`config.mk`:
```
export PLATFORM = sky130hd
export DESIGN_NAME = mem_bus_arbiter
export DESIGN_NICKNAME = d
export VERILOG_FILES = /design/src/rtl/mem_bus_arbiter_pkg.sv /design/src/rtl/mem_bus_arbiter.sv
export SDC_FILE = /design/constraint.sdc
export NUM_CORES = 1
export LEC_CHECK = 0
export BUFFER_PORTS_ARGS = -buffer_cell sky130_fd_sc_hd__buf_4
export CORE_ASPECT_RATIO = 1.75
export CORE_UTILIZATION = 45
export DETAILED_ROUTE_END_ITERATION = 6
export PLACE_DENSITY = 0.8
export SLEW_MARGIN = 10
export SYNTH_ARGS = -nofsm -noshare
export SYNTH_HDL_FRONTEND = slang
export SYNTH_SLANG_ARGS = --single-unit
```
`constraint.sdc`:
```
create_clock -name clk -period 2.25 [get_ports clk]
set_clock_uncertainty 0.1 [all_clocks]
set_input_delay 0.1125 -clock clk [delete_from_list [all_inputs] [get_ports clk]]
set_output_delay 0.1125 -clock clk [all_outputs]
set_load 0.1 [all_outputs]
```
`src/rtl/mem_bus_arbiter_pkg.sv`:
```
// -----------------------------------------------------------------------------
// mem_bus_arbiter_pkg
// Shared definitions for the instruction/data memory bus arbiter:
//   - default address/data widths
//   - FSM state encoding (IDLE=0, I_ADDR=1, I_DATA=2, D_ADDR=3, D_DATA=4)
//   - small state-decode helpers
// -----------------------------------------------------------------------------
package mem_bus_arbiter_pkg;

    localparam int AW_DEFAULT = 32;
    localparam int DW_DEFAULT = 32;

    typedef enum logic [2:0] {
        ST_IDLE   = 3'd0,
        ST_I_ADDR = 3'd1,
        ST_I_DATA = 3'd2,
        ST_D_ADDR = 3'd3,
        ST_D_DATA = 3'd4
    } arb_state_e;

    // True while the bus address phase is being presented.
    function automatic logic is_addr_phase(input arb_state_e st);
        return (st == ST_I_ADDR) || (st == ST_D_ADDR);
    endfunction

endpackage

```
`src/rtl/mem_bus_arbiter.sv`:
```
// -----------------------------------------------------------------------------
// mem_bus_arbiter
// Serialises instruction-fetch and data accesses onto one SRAM-like bus with
// split address/data handshakes. Data always wins over instruction when both
// are waiting. Each request is latched at grant; the bus outputs are driven
// from the latched fields and the state register only (no input-to-bus path).
// Read data is captured into per-requester registers and a one-cycle done
// pulse is issued the cycle after the bus response. stall_o is asserted while
// either requester has an access outstanding.
//
// Ports:
//   clk, rst                 clock, synchronous active-high reset
//   inst_req/inst_addr       fetch request (held until inst_done)
//   inst_rdata/inst_done     fetched word and completion pulse
//   data_req/data_wen/...    load/store request (held until data_done)
//   data_rdata/data_done     load word and completion pulse
//   flush                    pipeline exception flush
//   stall_o                  stall request to the hazard unit
//   bus_req/bus_wr/bus_wstrb/bus_addr/bus_wdata   address phase outputs
//   bus_addr_ok/bus_data_ok/bus_rdata             bus handshake inputs
// -----------------------------------------------------------------------------
module mem_bus_arbiter
    import mem_bus_arbiter_pkg::*;
#(
    parameter int AW = AW_DEFAULT,
    parameter int DW = DW_DEFAULT
) (
    input  logic            clk,
    input  logic            rst,

    input  logic            inst_req,
    input  logic [AW-1:0]   inst_addr,
    output logic [DW-1:0]   inst_rdata,
    output logic            inst_done,

    input  logic            data_req,
    input  logic [DW/8-1:0] data_wen,
    input  logic [AW-1:0]   data_addr,
    input  logic [DW-1:0]   data_wdata,
    output logic [DW-1:0]   data_rdata,
    output logic            data_done,

    input  logic            flush,
    output logic            stall_o,

    output logic            bus_req,
    output logic            bus_wr,
    output logic [DW/8-1:0] bus_wstrb,
    output logic [AW-1:0]   bus_addr,
    output logic [DW-1:0]   bus_wdata,
    input  logic            bus_addr_ok,
    input  logic            bus_data_ok,
    input  logic [DW-1:0]   bus_rdata
);

    localparam int SW = DW / 8;

    arb_state_e      state_r;
    arb_state_e      state_next_s;

    logic [AW-1:0]   addr_r;
    logic [SW-1:0]   wen_r;
    logic [DW-1:0]   wdata_r;
    logic [DW-1:0]   inst_rdata_r;
    logic [DW-1:0]   data_rdata_r;
    logic            inst_done_r;
    logic            data_done_r;
    // Set when a flush hits an access that can no longer be abandoned on the
    // bus; the response is then consumed silently.
    logic            kill_r;
    logic            kill_next_s;

    logic            inst_pend_s;
    logic            data_pend_s;
    logic            grant_inst_s;
    logic            grant_data_s;
    logic            inst_capture_s;
    logic            data_capture_s;

    // A request is still pending only if its done pulse is not showing this
    // cycle; this keeps a held request from being re-granted in its done
    // cycle and lets the other requester take the bus instead.
    always_comb begin
        inst_pend_s = inst_req & ~inst_done_r;
        data_pend_s = data_req & ~data_done_r;
    end

    // State register.
    always_ff @(posedge clk) begin
        if (rst) begin
            state_r <= ST_IDLE;
        end else begin
            state_r <= state_next_s;
        end
    end

    // Next-state, grant and completion decode.
    always_comb begin
        state_next_s   = state_r;
        kill_next_s    = kill_r;
        grant_inst_s   = 1'b0;
        grant_data_s   = 1'b0;
        inst_capture_s = 1'b0;
        data_capture_s = 1'b0;
        case (state_r)
            ST_IDLE: begin
                kill_next_s = 1'b0;
                if (flush) begin
                    state_next_s = ST_IDLE;
                end else if (data_pend_s) begin
                    grant_data_s = 1'b1;
                    state_next_s = ST_D_ADDR;
                end else if (inst_pend_s) begin
                    grant_inst_s = 1'b1;
                    state_next_s = ST_I_ADDR;
                end else begin
                    state_next_s = ST_IDLE;
                end
            end
            ST_I_ADDR: begin
                // Once the address is accepted the access must finish on the
                // bus, so a same-cycle flush only marks it as killed.
                if (bus_addr_ok) begin
                    state_next_s = ST_I_DATA;
                    kill_next_s  = flush;
                end else if (flush) begin
                    state_next_s = ST_IDLE;
                end else begin
                    state_next_s = ST_I_ADDR;
                end
            end
            ST_I_DATA: begin
                if (bus_data_ok) begin
                    state_next_s   = ST_IDLE;
                    inst_capture_s = ~(kill_r | flush);
                    kill_next_s    = 1'b0;
                end else begin
                    state_next_s = ST_I_DATA;
                    kill_next_s  = kill_r | flush;
                end
            end
            ST_D_ADDR: begin
                if (bus_addr_ok) begin
                    state_next_s = ST_D_DATA;
                    kill_next_s  = flush;
                end else if (flush) begin
                    state_next_s = ST_IDLE;
                end else begin
                    state_next_s = ST_D_ADDR;
                end
            end
            ST_D_DATA: begin
                if (bus_data_ok) begin
                    state_next_s   = ST_IDLE;
                    data_capture_s = ~(kill_r | flush);
                    kill_next_s    = 1'b0;
                end else begin
                    state_next_s = ST_D_DATA;
                    kill_next_s  = kill_r | flush;
                end
            end
            default: begin
                state_next_s = ST_IDLE;
                kill_next_s  = 1'b0;
            end
        endcase
    end

    // Request latches, response capture and done pulses.
    always_ff @(posedge clk) begin
        if (rst) begin
            addr_r       <= {AW{1'b0}};
            wen_r        <= {SW{1'b0}};
            wdata_r      <= {DW{1'b0}};
            inst_rdata_r <= {DW{1'b0}};
            data_rdata_r <= {DW{1'b0}};
            inst_done_r  <= 1'b0;
            data_done_r  <= 1'b0;
            kill_r       <= 1'b0;
        end else begin
            kill_r      <= kill_next_s;
            inst_done_r <= inst_capture_s;
            data_done_r <= data_capture_s;
            if (grant_data_s) begin
                addr_r  <= data_addr;
                wen_r   <= data_wen;
                wdata_r <= data_wdata;
            end else if (grant_inst_s) begin
                addr_r  <= inst_addr;
            end else begin
                addr_r  <= addr_r;
            end
            if (inst_capture_s) begin
                inst_rdata_r <= bus_rdata;
            end else begin
                inst_rdata_r <= inst_rdata_r;
            end
            if (data_capture_s) begin
                data_rdata_r <= bus_rdata;
            end else begin
                data_rdata_r <= data_rdata_r;
            end
        end
    end

    // Bus outputs decoded from the state register and latched fields only.
    always_comb begin
        bus_req   = is_addr_phase(state_r);
        bus_addr  = addr_r;
        bus_wdata = wdata_r;
        if (state_r == ST_D_ADDR) begin
            bus_wr    = |wen_r;
            bus_wstrb = wen_r;
        end else begin
            bus_wr    = 1'b0;
            bus_wstrb = {SW{1'b0}};
        end
    end

    // Requester-side outputs.
    always_comb begin
        inst_rdata = inst_rdata_r;
        data_rdata = data_rdata_r;
        inst_done  = inst_done_r;
        data_done  = data_done_r;
        stall_o    = (inst_req & ~inst_done_r) | (data_req & ~data_done_r);
    end

endmodule

```
==> results of run 1 <==
metal layers:
| metal | track usage, % | vias to the layer above |
|---|---|---|
| li1 | - | 2977 |
| met1 | 37.2 | 3030 |
| met2 | 62.7 | 379 |
| met3 | 10.2 | 101 |
| met4 | 23.4 | 0 |
| met5 | 0 | - |
registers in the layout, summed over array words and instances, names as in the netlist, 3 cells and up:
name / flops
wen_r: 4
state_r: 3
bus_wdata: 32
bus_addr: 32
data_rdata: 32
inst_rdata: 32
cell type report:
cell class                 instances  share of cell area, %
clock inverter                    11                   2.07
tap                              135                   1.78
timing repair buffer             429                   37.9
multi-input combinational        470                   24.5
antenna                            1                 0.0263
sequential                       138                   29.1
inverter                           1                 0.0395
clock buffer                      20                   4.59
logic make-up (layout without fill, tap and decap cells):
family | Yosys count | count (layout) | synth area share, %
DFF | 138 | 138 | 51.7
and+or+nand+nor | 328 | 328 | 24.1
buffers and inverters | 54 | 461 | 4.80
other | 0 | 1 | 0
xor gates and xnor gates | 1 | 1 | 0.164
AOI/OAI and AO/OA | 141 | 141 | 19.3
power by group:
group	internal [µW]	switching, µW
logic	589	1240
registers	2550	75.7
clock network	1970	1050
total	5110	2360
metrics by stage:
stage                     hold WS (ps)  TNS (ps)  setup WS, ps  cell area, µm²
after floorplan                   91.2     -51.9         -51.9            5350
after global placement             259         0           379            7500
after detailed placement           270         0           315            7500
after CTS                          121         0           174            9510
after global routing               159         0          63.6            9510
final                              141         0           125            9510
critical path: cells and delay by family, from the launching register on:
| kind | cells | cell delay, ps |
|---|---|---|
| buffers and inverters | 1 | 320 |
| DFF | 1 | 380 |
| AOI/OAI and AO/OA | 2 | 480 |
| and+or+nand+nor | 2 | 700 |
worst paths after layout:
path	cells past startpoint	endpoint	slack, ps	from
worst min register to register	2	inst_rdata[17]$_SDFFE_PP0P_	350	inst_rdata[17]$_SDFFE_PP0P_
worst max-delay path	5	bus_addr[23]$_SDFFE_PP0P_	120	state_r[0]$_SDFF_PP0_
worst min-delay path	2	state_r[2]$_SDFF_PP0_	140	rst
worst max register to register	5	bus_addr[23]$_SDFFE_PP0P_	120	state_r[0]$_SDFF_PP0_
layout by cell type, fill, tap and decap left out, drive strengths merged:
master	n
nand2	265
diode	1
dlygate4sd3	137
dfxtp	138
nand3	3
buf	292
clkbuf	20
a311oi	32
nor4	1
nor3	1
or4	1
and2	1
bufinv	5
nand2b	4
a2111oi	1
xor2	1
clkinv	4
a22oi	1
a221oi	1
o41a	1
and3	6
a21oi	104
a32oi	1
nor2b	3
nor3b	1
nor2	42
clkinvlp	2
inv	1
==> impl_summary.txt, run 1 <==
----------------------------------------------------
[Status]
  Status ... finished, violations left
  Violated checks ... DRC

[Synth]
  Most common cell in the netlist ... sky130_fd_sc_hd__nand2_1
  Average cell area after synthesis ... 8.08 µm²
  Synthesis Warnings ... 0
  Synth unique cells ... 28
  Cell types with the highest counts after synthesis ... sky130_fd_sc_hd__nand2_1, sky130_fd_sc_hd__dfxtp_1, sky130_fd_sc_hd__a21oi_1
  Top area cells in the synthesized netlist ... sky130_fd_sc_hd__dfxtp_1, sky130_fd_sc_hd__nand2_1, sky130_fd_sc_hd__a21oi_1
  Post-Syn Area ... 5350 µm²
  Post-Synthesis Cells ... 662
  Most used flip-flop cell after synthesis ... sky130_fd_sc_hd__dfxtp_1
  Post-synth net total ... 801
  Number of synthesized flops with an enable pin ... 0
  Fraction of synthesized cell area taken by the top area cell type ... 51.7%
  Async set or reset register ratio after synthesis ... 0%
  Top cell type by total area after synthesis ... sky130_fd_sc_hd__dfxtp_1
  Register area share after synthesis ... 51.7%
  Synthesis-stage register bit count ... 138

[Timing]
  Max-slew violations ... 0
  Number of endpoints with negative hold slack in the final report ... 0
  Max-slew headroom ... 54.9%
  Worst Tran Pin Value ... 676 ps
  Maximum achievable frequency ... 471 MHz
  Setup repair after global routing missed its margin ... no
  Number of failing setup endpoints in the final timing report ... 0
  Clock period minus final worst setup slack ... 2130 ps
  Fraction of the cycle the final worst path needs ... 94.5%

[Pwr]
  Static Leak ... 0.00409 µW
  Largest vdd supply drop ... 0.552 mV
  Overall power consumption ... 7470 µW
  Power per cell area ... 786 nW/µm²

[Routing]
  Routed wl met3 ... 1830 µm
  Detailed Route Iter0 Violations ... 380
  Detail Route met2 WL ... 11,500 µm
  Highest routing layer actually used ... met4
  Total via count in the routed design ... 6,487
  Via/cell ratio ... 5.38
  Overall routed net length ... 22,500 µm
  Average detailed-routed wire length per instance ... 18.6 µm
  # DRC ... 14
  Number of nets with antenna violations after routing ... 0
  Met1 Routed Length ... 7790 µm
  First-pass iteration count of the detailed router ... 7

[Clock tree]
  TritonCTS clock tree ... built
  Number of buffers inserted for hold repair after clock tree synthesis ... 137
  Cts bufs inserted ... 17
  Worst skew pair latency ... 400 ps
  Resized cells post-CTS ... 0
  Buffers from clock root to sink, at most ... 2
  Root Driver ... sky130_fd_sc_hd__clkbuf_16
  H-tree levels ... 4
  Number of clock sinks seen by CTS ... 138
  Clock transition at the registers of the reported paths ... 60 ps
  # Post-CTS Setup Buffers ... 0

[Setup path]
  Worst Path Max Fanout ... 64
  Largest stage delay on the critical path ... 570 ps
  Worst setup path class ... flip-flop to flip-flop
  CP required ... 2440 ps
  Cell at the slowest stage of the critical path ... sky130_fd_sc_hd__or4_4
  Worst-path cell chain ... or4_4 -> a21oi_4 -> buf_12 -> nor2_1 -> a311oi_2
  Crit start category ... flip-flop
  Critical path arrival ... 2320 ps
  Crit end category ... flip-flop

[Final layout]
  # fillers ... 648
  Area of the multi-input gates ... 2330 µm²
  Net count reported at finish ... 1,196
  Fraction of final layout cells sized beyond drive strength 1 ... 33.2%
  Sequential cell area ... 2770 µm²
  Core occupancy in the finished layout ... 82.1%
  Final cell count without fillers ... 1,205
  Area growth from synthesis to layout ... 77.8%

[GRT]
  Largest net degree at the start of global routing ... 65
  Global route total overflow ... 0
  Wire length of the first global-routing pass ... 34,400 µm
  Initial antenna violation count ... 1
  Number of global-route vias before repair ... 6,745
  All-layer global routing usage ... 35.9%

[Die]
  Die Area ... 12,300 µm²
  Std-Cell Rows ... 52
  I/O pin cnt ... 276
  Horizontal die dimension ... 84.4 µm
  Starting Density ... 46.2%
  Placeable core area ... 11,600 µm²
  Vertical die dimension ... 146 µm

[Run]
  Max Cap Viol ... 0

[Min path]
  Hold Crit Class ... input port to flip-flop

[Placed design]
  Estimated wirelength of the detail-placed design ... 11,800 µm
  Count of input and output buffers ... 275
  Number of placed instances, taps included ... 1,036
  Gp weighted congestion ... 0.810

----------------------------------------------------
Power figures use the tool's default switching activity.
==> run 2, diff against run 1 <==
--- a/config.mk
+++ b/config.mk
@@ -5,9 +5,10 @@
 export SDC_FILE = /design/constraint.sdc
 export NUM_CORES = 1
 export LEC_CHECK = 0
+export ABC_AREA = 1
 export BUFFER_PORTS_ARGS = -buffer_cell sky130_fd_sc_hd__buf_4
 export CORE_ASPECT_RATIO = 1.75
-export CORE_UTILIZATION = 45
+export CORE_UTILIZATION = 46
 export DETAILED_ROUTE_END_ITERATION = 6
 export PLACE_DENSITY = 0.8
 export SLEW_MARGIN = 10
==> run 2 against run 1 <==
The flow now finishes without violations. Critical endpoint is now bus_addr[15]$_SDFFE_PP0P_. Largest cell class unchanged. Worst hold slack improved by 85 ps. Setup slack worse by 34 ps. Final area increased by 2.6%. Sequential cell count stayed put. Critical path type unchanged.
==> impl_summary.txt, run 2 <==
----------------------------------------------------
[Pwr]
  Largest vdd supply drop ... 0.649 mV (+17%)
  Static Leak ... 0.00509 µW (+24%)
  Power per cell area ... 754 nW/µm² (-4.1%)
  Overall power consumption ... 7350 µW (-1.6%)

[Synth]
  Synthesis Warnings ... 0 (unchanged)
  Synthesis-stage register bit count ... 138 (unchanged)
  Post-synth net total ... 973 (+21%)
  Async set or reset register ratio after synthesis ... 0% (unchanged)
  Average cell area after synthesis ... 6.78 µm² (-16%)
  Post-Synthesis Cells ... 834 (+26%)
  Top area cells in the synthesized netlist ... sky130_fd_sc_hd__dfxtp_1, sky130_fd_sc_hd__nor2_1, sky130_fd_sc_hd__nand2_1
  Most used flip-flop cell after synthesis ... sky130_fd_sc_hd__dfxtp_1
  Synth unique cells ... 20 (-29%)
  Register area share after synthesis ... 48.8% (-2.8 points)
  Post-Syn Area ... 5660 µm² (+5.8%)
  Most common cell in the netlist ... sky130_fd_sc_hd__nor2_1
  Fraction of synthesized cell area taken by the top area cell type ... 48.8% (-2.8 points)
  Cell types with the highest counts after synthesis ... sky130_fd_sc_hd__nor2_1, sky130_fd_sc_hd__nand2_1, sky130_fd_sc_hd__dfxtp_1
  Number of synthesized flops with an enable pin ... 0 (unchanged)
  Top cell type by total area after synthesis ... sky130_fd_sc_hd__dfxtp_1

[GRT]
  All-layer global routing usage ... 33.5% (-2.4 points)
  Global route total overflow ... 0 (unchanged)
  Largest net degree at the start of global routing ... 49 (-25%)
  Initial antenna violation count ... 1 (unchanged)
  Number of global-route vias before repair ... 7,086 (+5.1%)
  Wire length of the first global-routing pass ... 33,300 µm (-3.1%)

[Final layout]
  Most common cell after layout, fill and taps aside ... sky130_fd_sc_hd__nor2_1
  Leading cell types in the layout, fill and taps excluded ... sky130_fd_sc_hd__nor2_1, sky130_fd_sc_hd__buf_4, sky130_fd_sc_hd__nand2_1, sky130_fd_sc_hd__dlygate4sd3_1, sky130_fd_sc_hd__dfxtp_1
  Fraction of final layout cells sized beyond drive strength 1 ... 27.1% (-6.1 points)
  Core occupancy in the finished layout ... 81.2% (-0.85 points)
  Area growth from synthesis to layout ... 72.4%
  # fillers ... 703 (+8.5%)
  Net count reported at finish ... 1,371 (+15%)
  Final std cell area, no fill ... 9750 µm² (+2.6%)

[Setup path]
  Startpoint of the worst register-to-register path ... state_r[0]$_SDFF_PP0_
  Worst setup path startpoint ... state_r[0]$_SDFF_PP0_
  Worst setup path class ... flip-flop to flip-flop
  Worst reg2reg path endpoint ... bus_addr[15]$_SDFFE_PP0P_
  CP required ... 2460 ps (+20 ps)
  Endpoint of the worst setup timing path ... bus_addr[15]$_SDFFE_PP0P_
  Register-to-register setup slack ... 90 ps (-30 ps)
  Critical path arrival ... 2370 ps (+50 ps)
  Depth of the worst register-to-register path ... 10 (+5)
  Crit start category ... flip-flop
  Worst Path Max Fanout ... 17 (-73%)
  Crit end category ... flip-flop

[Clock tree]
  TritonCTS clock tree ... built
  H-tree levels ... 4 (unchanged)
  Buffers from clock root to sink, at most ... 2 (unchanged)
  Number of clock sinks seen by CTS ... 138 (unchanged)
  Clock transition at the registers of the reported paths ... 70 ps (about the same)
  Root Driver ... sky130_fd_sc_hd__clkbuf_16
  Worst skew pair latency ... 410 ps (about the same)
  # Post-CTS Setup Buffers ... 0 (unchanged)
  Cts bufs inserted ... 17 (unchanged)

[Routing]
  Total via count in the routed design ... 6,939 (+7.0%)
  Number of nets with antenna violations after routing ... 0 (unchanged)
  # DRC ... 0 (-14)
  Overall routed net length ... 21,500 µm (-4.5%)
  Detailed Route Iter0 Violations ... 426 (+12%)
  Via/cell ratio ... 4.92 (-8.6%)
  First-pass iteration count of the detailed router ... 6 (-1)
  Average detailed-routed wire length per instance ... 15.2 µm (-18%)

[Timing]
  Sum of negative setup slack ... 0 ps (unchanged)
  Min Hold Slack ... 226 ps (+85.2 ps)
  Clock period minus final worst setup slack ... 2160 ps (+33.7 ps)
  Number of failing setup endpoints in the final timing report ... 0 (unchanged)
  Maximum achievable frequency ... 463 MHz (-1.6%)
  Max-slew headroom ... 57.3% (+2.4 points)
  Setup repair after global routing missed its margin ... no
  Number of endpoints with negative hold slack in the final report ... 0 (unchanged)
  Fraction of the cycle the final worst path needs ... 96.0% (+1.5 points)
  Max-slew violations ... 0 (unchanged)
  Worst Tran Pin Value ... 639 ps (-36.8 ps)

[Placed design]
  Gp weighted congestion ... 0.847 (+4.5%)
  Estimated wirelength of the detail-placed design ... 12,100 µm (+2.1%)
  Placed cell area ... 7790 µm² (+3.9%)
  Count of input and output buffers ... 275 (unchanged)

[Die]
  Vertical die dimension ... 149 µm (+1.7%)
  Starting Density ... 47.1% (+0.94 points)
  Horizontal die dimension ... 85.8 µm (+1.7%)
  Std-Cell Rows ... 53 (+1.9%)
  I/O pin cnt ... 276 (unchanged)
  Die Area ... 12,800 µm² (+3.4%)
  Placeable core area ... 12,000 µm² (+3.6%)

[Status]
  Status ... finished, final reports clean

[Min path]
  Hold Crit Class ... input port to flip-flop

[Run]
  Max Cap Viol ... 0 (unchanged)

----------------------------------------------------
==> run 2: cell count changes in the layout (fill, tap and decap cells not counted), sizes merged, moves of 3 or more <==
cell,before,now
nor2,42,304
nor2b,3,0
nand2b,4,0
and3,6,0
buf,292,287
clkinvlp,2,5
a21oi,104,7
inv,1,91
nand2,265,145
a311oi,32,0
o21ai,0,104
bufinv,5,0
==> run 2: routing by layer <==
layer  part of all wire [%]  vias to the layer above  track usage, %
met5                      0                        -               0
met1                     35                     3169            33.3
met4                    5.3                        0            21.0
met3                    6.4                      105            8.77
met2                     53                      358            60.8
li1                       -                     3307               -
==> run 2: cell families (layout without fill, tap and decap cells) <==
kind of cell / Yosys count / count (layout) / synth area share [%]
simple gates: 454 / 455 / 31.1
compound gates: 111 / 111 / 9.82
flops: 138 / 138 / 48.8
other cells: 0 / 1 / 0
buf+inv: 131 / 541 / 10.2
==> run 2: worst max-delay path: stages (launching register included) <==
cell and delay [ps]:
sky130_fd_sc_hd__dfxtp_1 310, sky130_fd_sc_hd__inv_2 90, sky130_fd_sc_hd__nand2_4 90, sky130_fd_sc_hd__nor2_4 160, sky130_fd_sc_hd__nand2_4 160, sky130_fd_sc_hd__buf_4 230
sky130_fd_sc_hd__nand2_1 90, sky130_fd_sc_hd__nand2_1 80, sky130_fd_sc_hd__nor2_1 120, sky130_fd_sc_hd__dlygate4sd3_1 590, sky130_fd_sc_hd__nor2_1 40
==> run 2: layout make-up <==
cell class	count	area [µm²]	area share, %
repair buffers	424	3570	36.6
flip-flops and latches	138	2770	28.4
multi-input cells	566	2330	23.9
clock buffers	19	443	4.54
inverters	85	322	3.30
well taps	165	206	2.12
clock inverters	13	110	1.13
diodes	1	2.50	0.0257
==> run 2: worst min-delay path by stage <==
stage | from | end | cells after the start
after detailed placement | rst | inst_done$_SDFF_PP0_ | 2
after global routing | inst_req | state_r[0]$_SDFF_PP0_ | 5
after global placement | rst | data_done$_SDFF_PP0_ | 2
final | inst_req | state_r[0]$_SDFF_PP0_ | 5
after floorplan | rst | data_done$_SDFF_PP0_ | 1
after CTS | inst_req | state_r[0]$_SDFF_PP0_ | 5
==> run 2: through the flow <==
step	instances	setup WS, ps
CTS	1409	21.8
detailed placement	1240	534
finish	1411	91.0
global route	1411	1.90
global placement	1240	615
floorplan	834	133
==> run 2: repair_timing <==
action | in CTS | in global routing
gates resized for setup | 0 | 8
setup endpoints to repair | 0 | 17
hold endpoints to repair | 138 | 0
hold buffers | 137 | 0
==> run 2: report_power, final <==
part           internal [µW]  total (µW)  switching (µW)
Combinational            649        2080            1430
Sequential              2580        2660            79.4
Clock                   1470        2610            1140
==> run 3, diff against run 2 <==
--- a/config.mk
+++ b/config.mk
@@ -6,11 +6,11 @@
 export NUM_CORES = 1
 export LEC_CHECK = 0
 export ABC_AREA = 1
-export BUFFER_PORTS_ARGS = -buffer_cell sky130_fd_sc_hd__buf_4
+export BUFFER_PORTS_ARGS = -buffer_cell sky130_fd_sc_hd__buf_2
 export CORE_ASPECT_RATIO = 1.75
 export CORE_UTILIZATION = 46
 export DETAILED_ROUTE_END_ITERATION = 6
-export PLACE_DENSITY = 0.8
+export PLACE_DENSITY = 0.76
 export SLEW_MARGIN = 10
 export SYNTH_ARGS = -nofsm -noshare
 export SYNTH_HDL_FRONTEND = slang
==> run 3 against run 2 <==
Sequential power about the same. Die area unchanged. Final area decreased by 6.6%. Critical endpoint is now bus_addr[1]$_SDFFE_PP0P_. Total power increased by 1.2%. Global-route usage decreased by 4.1 points. Routed wire length decreased by 12%. Highest routed layer unchanged. Via count decreased by 4.2%. Clock power increased by 11%. Clock-buffer cell count increased by 2. Cell count decreased by 0.14%. Fmax increased by 3.7%.
==> impl_summary.txt, run 3 (synthesis results as in run 2) <==
----------------------------------------------------
[Status]
  Status ... finished, final reports clean

[Die]
  Vertical die dimension ... 149 µm (unchanged)
  Horizontal die dimension ... 85.8 µm (unchanged)
  Starting Density ... 47.1% (unchanged)
  Placeable core area ... 12,000 µm² (unchanged)
  Die Area ... 12,800 µm² (unchanged)
  I/O pin cnt ... 276 (unchanged)
  Std-Cell Rows ... 53 (unchanged)

[Timing]
  Maximum achievable frequency ... 480 MHz (+3.7%)
  Max-slew violations ... 0 (unchanged)
  Clock period minus final worst setup slack ... 2080 ps (-76.6 ps)
  Setup repair after global routing missed its margin ... no
  Fraction of the cycle the final worst path needs ... 92.6% (-3.4 points)
  Max-slew headroom ... 57.4% (+0.066 points)
  Sum of negative setup slack ... 0 ps (unchanged)
  Number of endpoints with negative hold slack in the final report ... 0 (unchanged)
  Worst Tran Pin Value ... 639 ps (-0.0538 ps)
  Number of failing setup endpoints in the final timing report ... 0 (unchanged)

[Clock tree]
  Worst skew pair latency ... 410 ps (about the same)
  Buffers from clock root to sink, at most ... 2 (unchanged)
  # Post-CTS Setup Buffers ... 0 (unchanged)
  Root Driver ... sky130_fd_sc_hd__clkbuf_16
  Cts bufs inserted ... 17 (unchanged)
  Number of clock sinks seen by CTS ... 138 (unchanged)
  TritonCTS clock tree ... built
  H-tree levels ... 4 (unchanged)
  Clock transition at the registers of the reported paths ... 60 ps (about the same)

[Pwr]
  Sw frac ... 34.0% (-2.1 points)
  Int Pwr ... 4910 µW (+4.6%)
  Largest vdd supply drop ... 0.540 mV (-17%)
  P_sw ... 2530 µW (-4.8%)
  Sequential group share of total power ... 35.5% (-0.6 points)
  Overall power consumption ... 7440 µW (+1.2%)
  Static Leak ... 0.00501 µW (-1.6%)
  Clk network pwr share ... 39.0% (+3.5 points)
  Power per cell area ... 817 nW/µm² (+8.3%)
  Combinational cell fraction of total power ... 25.5% (-2.8 points)

[Run]
  Max Cap Viol ... 0 (unchanged)

[Final layout]
  Most common cell after layout, fill and taps aside ... sky130_fd_sc_hd__nor2_1
  Net count reported at finish ... 1,370 (-0.073%)
  Area growth from synthesis to layout ... 61.1%
  Antenna diode count ... 0 (-1)
  Fraction of final layout cells sized beyond drive strength 1 ... 26.8% (-0.30 points)
  Leading cell types in the layout, fill and taps excluded ... sky130_fd_sc_hd__nor2_1, sky130_fd_sc_hd__buf_2, sky130_fd_sc_hd__nand2_1, sky130_fd_sc_hd__dlygate4sd3_1, sky130_fd_sc_hd__dfxtp_1

[GRT]
  Wire length of the first global-routing pass ... 29,600 µm (-11%)
  Largest net degree at the start of global routing ... 59 (+20%)
  Global route total overflow ... 0 (unchanged)
  Number of global-route vias before repair ... 6,576 (-7.2%)
  Initial antenna violation count ... 0 (-1)
  All-layer global routing usage ... 29.4% (-4.1 points)

[Routing]
  # DRC ... 0 (unchanged)
  First-pass iteration count of the detailed router ... 4 (-2)
  Average detailed-routed wire length per instance ... 13.4 µm (-12%)
  Overall routed net length ... 18,800 µm (-12%)
  Detailed Route Iter0 Violations ... 363 (-15%)
  Via/cell ratio ... 4.72 (-4.0%)
  Total via count in the routed design ... 6,649 (-4.2%)
  Number of nets with antenna violations after routing ... 0 (unchanged)

[Setup path]
  Critical path arrival ... 2280 ps (-90 ps)
  Crit start category ... flip-flop
  Worst setup path class ... flip-flop to flip-flop
  Worst Path Max Fanout ... 32 (+15)
  CP required ... 2440 ps (-20 ps)
  Crit end category ... flip-flop

[Placed design]
  Gp weighted congestion ... 0.824 (-2.7%)
  Estimated wirelength of the detail-placed design ... 11,100 µm (-8.5%)
  Count of input and output buffers ... 275 (unchanged)

[Min path]
  Hold Crit Class ... input port to flip-flop

----------------------------------------------------
-- run 3: cell count changes in the layout (fill, tap and decap cells not counted), moves of 2 or more --
cell | previous run | this run
sky130_fd_sc_hd__buf_2 | 0 | 275
sky130_fd_sc_hd__clkinvlp_4 | 5 | 1
sky130_fd_sc_hd__clkinv_4 | 2 | 4
sky130_fd_sc_hd__buf_8 | 2 | 0
sky130_fd_sc_hd__buf_4 | 282 | 8
sky130_fd_sc_hd__bufinv_16 | 0 | 3
sky130_fd_sc_hd__inv_6 | 5 | 2
-- run 3: cell type report --
type / count / area (µm²)
well taps: 165 / 206
repair buffers: 424 / 2880
fillers: 858 / 2890
clock buffers: 21 / 460
clock inverters: 11 / 161
flip-flops and latches: 138 / 2770
inverters: 85 / 320
multi-input cells: 565 / 2320
-- run 3: worst max-delay path, cell delays in order, from the launching register on --
cell,delay (ps)
sky130_fd_sc_hd__dfxtp_1,320
sky130_fd_sc_hd__inv_2,90
sky130_fd_sc_hd__nand2_4,80
sky130_fd_sc_hd__inv_2,50
sky130_fd_sc_hd__nand2_1,50
sky130_fd_sc_hd__nor2_2,90
sky130_fd_sc_hd__buf_4,320
sky130_fd_sc_hd__nand2_1,90
sky130_fd_sc_hd__nor2_1,130
sky130_fd_sc_hd__dlygate4sd3_1,590
sky130_fd_sc_hd__nor2_1,40
-- run 3: per-stage QoR --
| stage | hold WS, ps | utilization, % | instance area, µm² | instances | setup WS [ps] |
|---|---|---|---|---|---|
| 2_1_floorplan | 77.5 | - | 5660 | 834 | 133 |
| 3_3_place_gp | 247 | 59.2 | 7110 | 1239 | 668 |
| 3_5_place_dp | 257 | 59.2 | 7110 | 1239 | 637 |
| 4_1_cts | 73.1 | 75.9 | 9110 | 1409 | 217 |
| 5_1_grt | 105 | 75.9 | 9110 | 1409 | 44.2 |
| 6_report | 81.1 | 75.9 | 9110 | 1409 | 168 |
-- run 3: path summary, 6_finish.rpt --
path	start	end	slack, ps	cells past startpoint
hold / removal	inst_req	state_r[0]$_SDFF_PP0_	80	5
setup reg to reg	state_r[0]$_SDFF_PP0_	bus_addr[1]$_SDFFE_PP0P_	170	10
hold reg to reg	wen_r[0]$_SDFFE_PP0P_	wen_r[0]$_SDFFE_PP0P_	370	2
setup / recovery	state_r[0]$_SDFF_PP0_	bus_addr[1]$_SDFFE_PP0P_	170	10
-- run 3: layer usage --
metal  wire, µm  share of wire, %  GRT usage, %
met5          0                 0             0
met4        942               5.0          17.8
met1       6980                37          29.4
met3       1090               5.8          7.44
met2       9800                52          53.7
-- run 3: what timing repair did --
action / 4_1_cts / 5_1_grt
hold buffers: 138 / 0
hold endpoints to repair: 138 / 0
resized for setup: 0 / 0
-- run 3: power by group through the flow --
stage	registers [µW]	logic [µW]	clock network, µW
floorplan	3570	433	0
global placement	2690	1650	0
detailed placement	2690	1660	0
CTS	2640	1870	2960
global route	2650	2010	3060
finish	2640	1890	2900
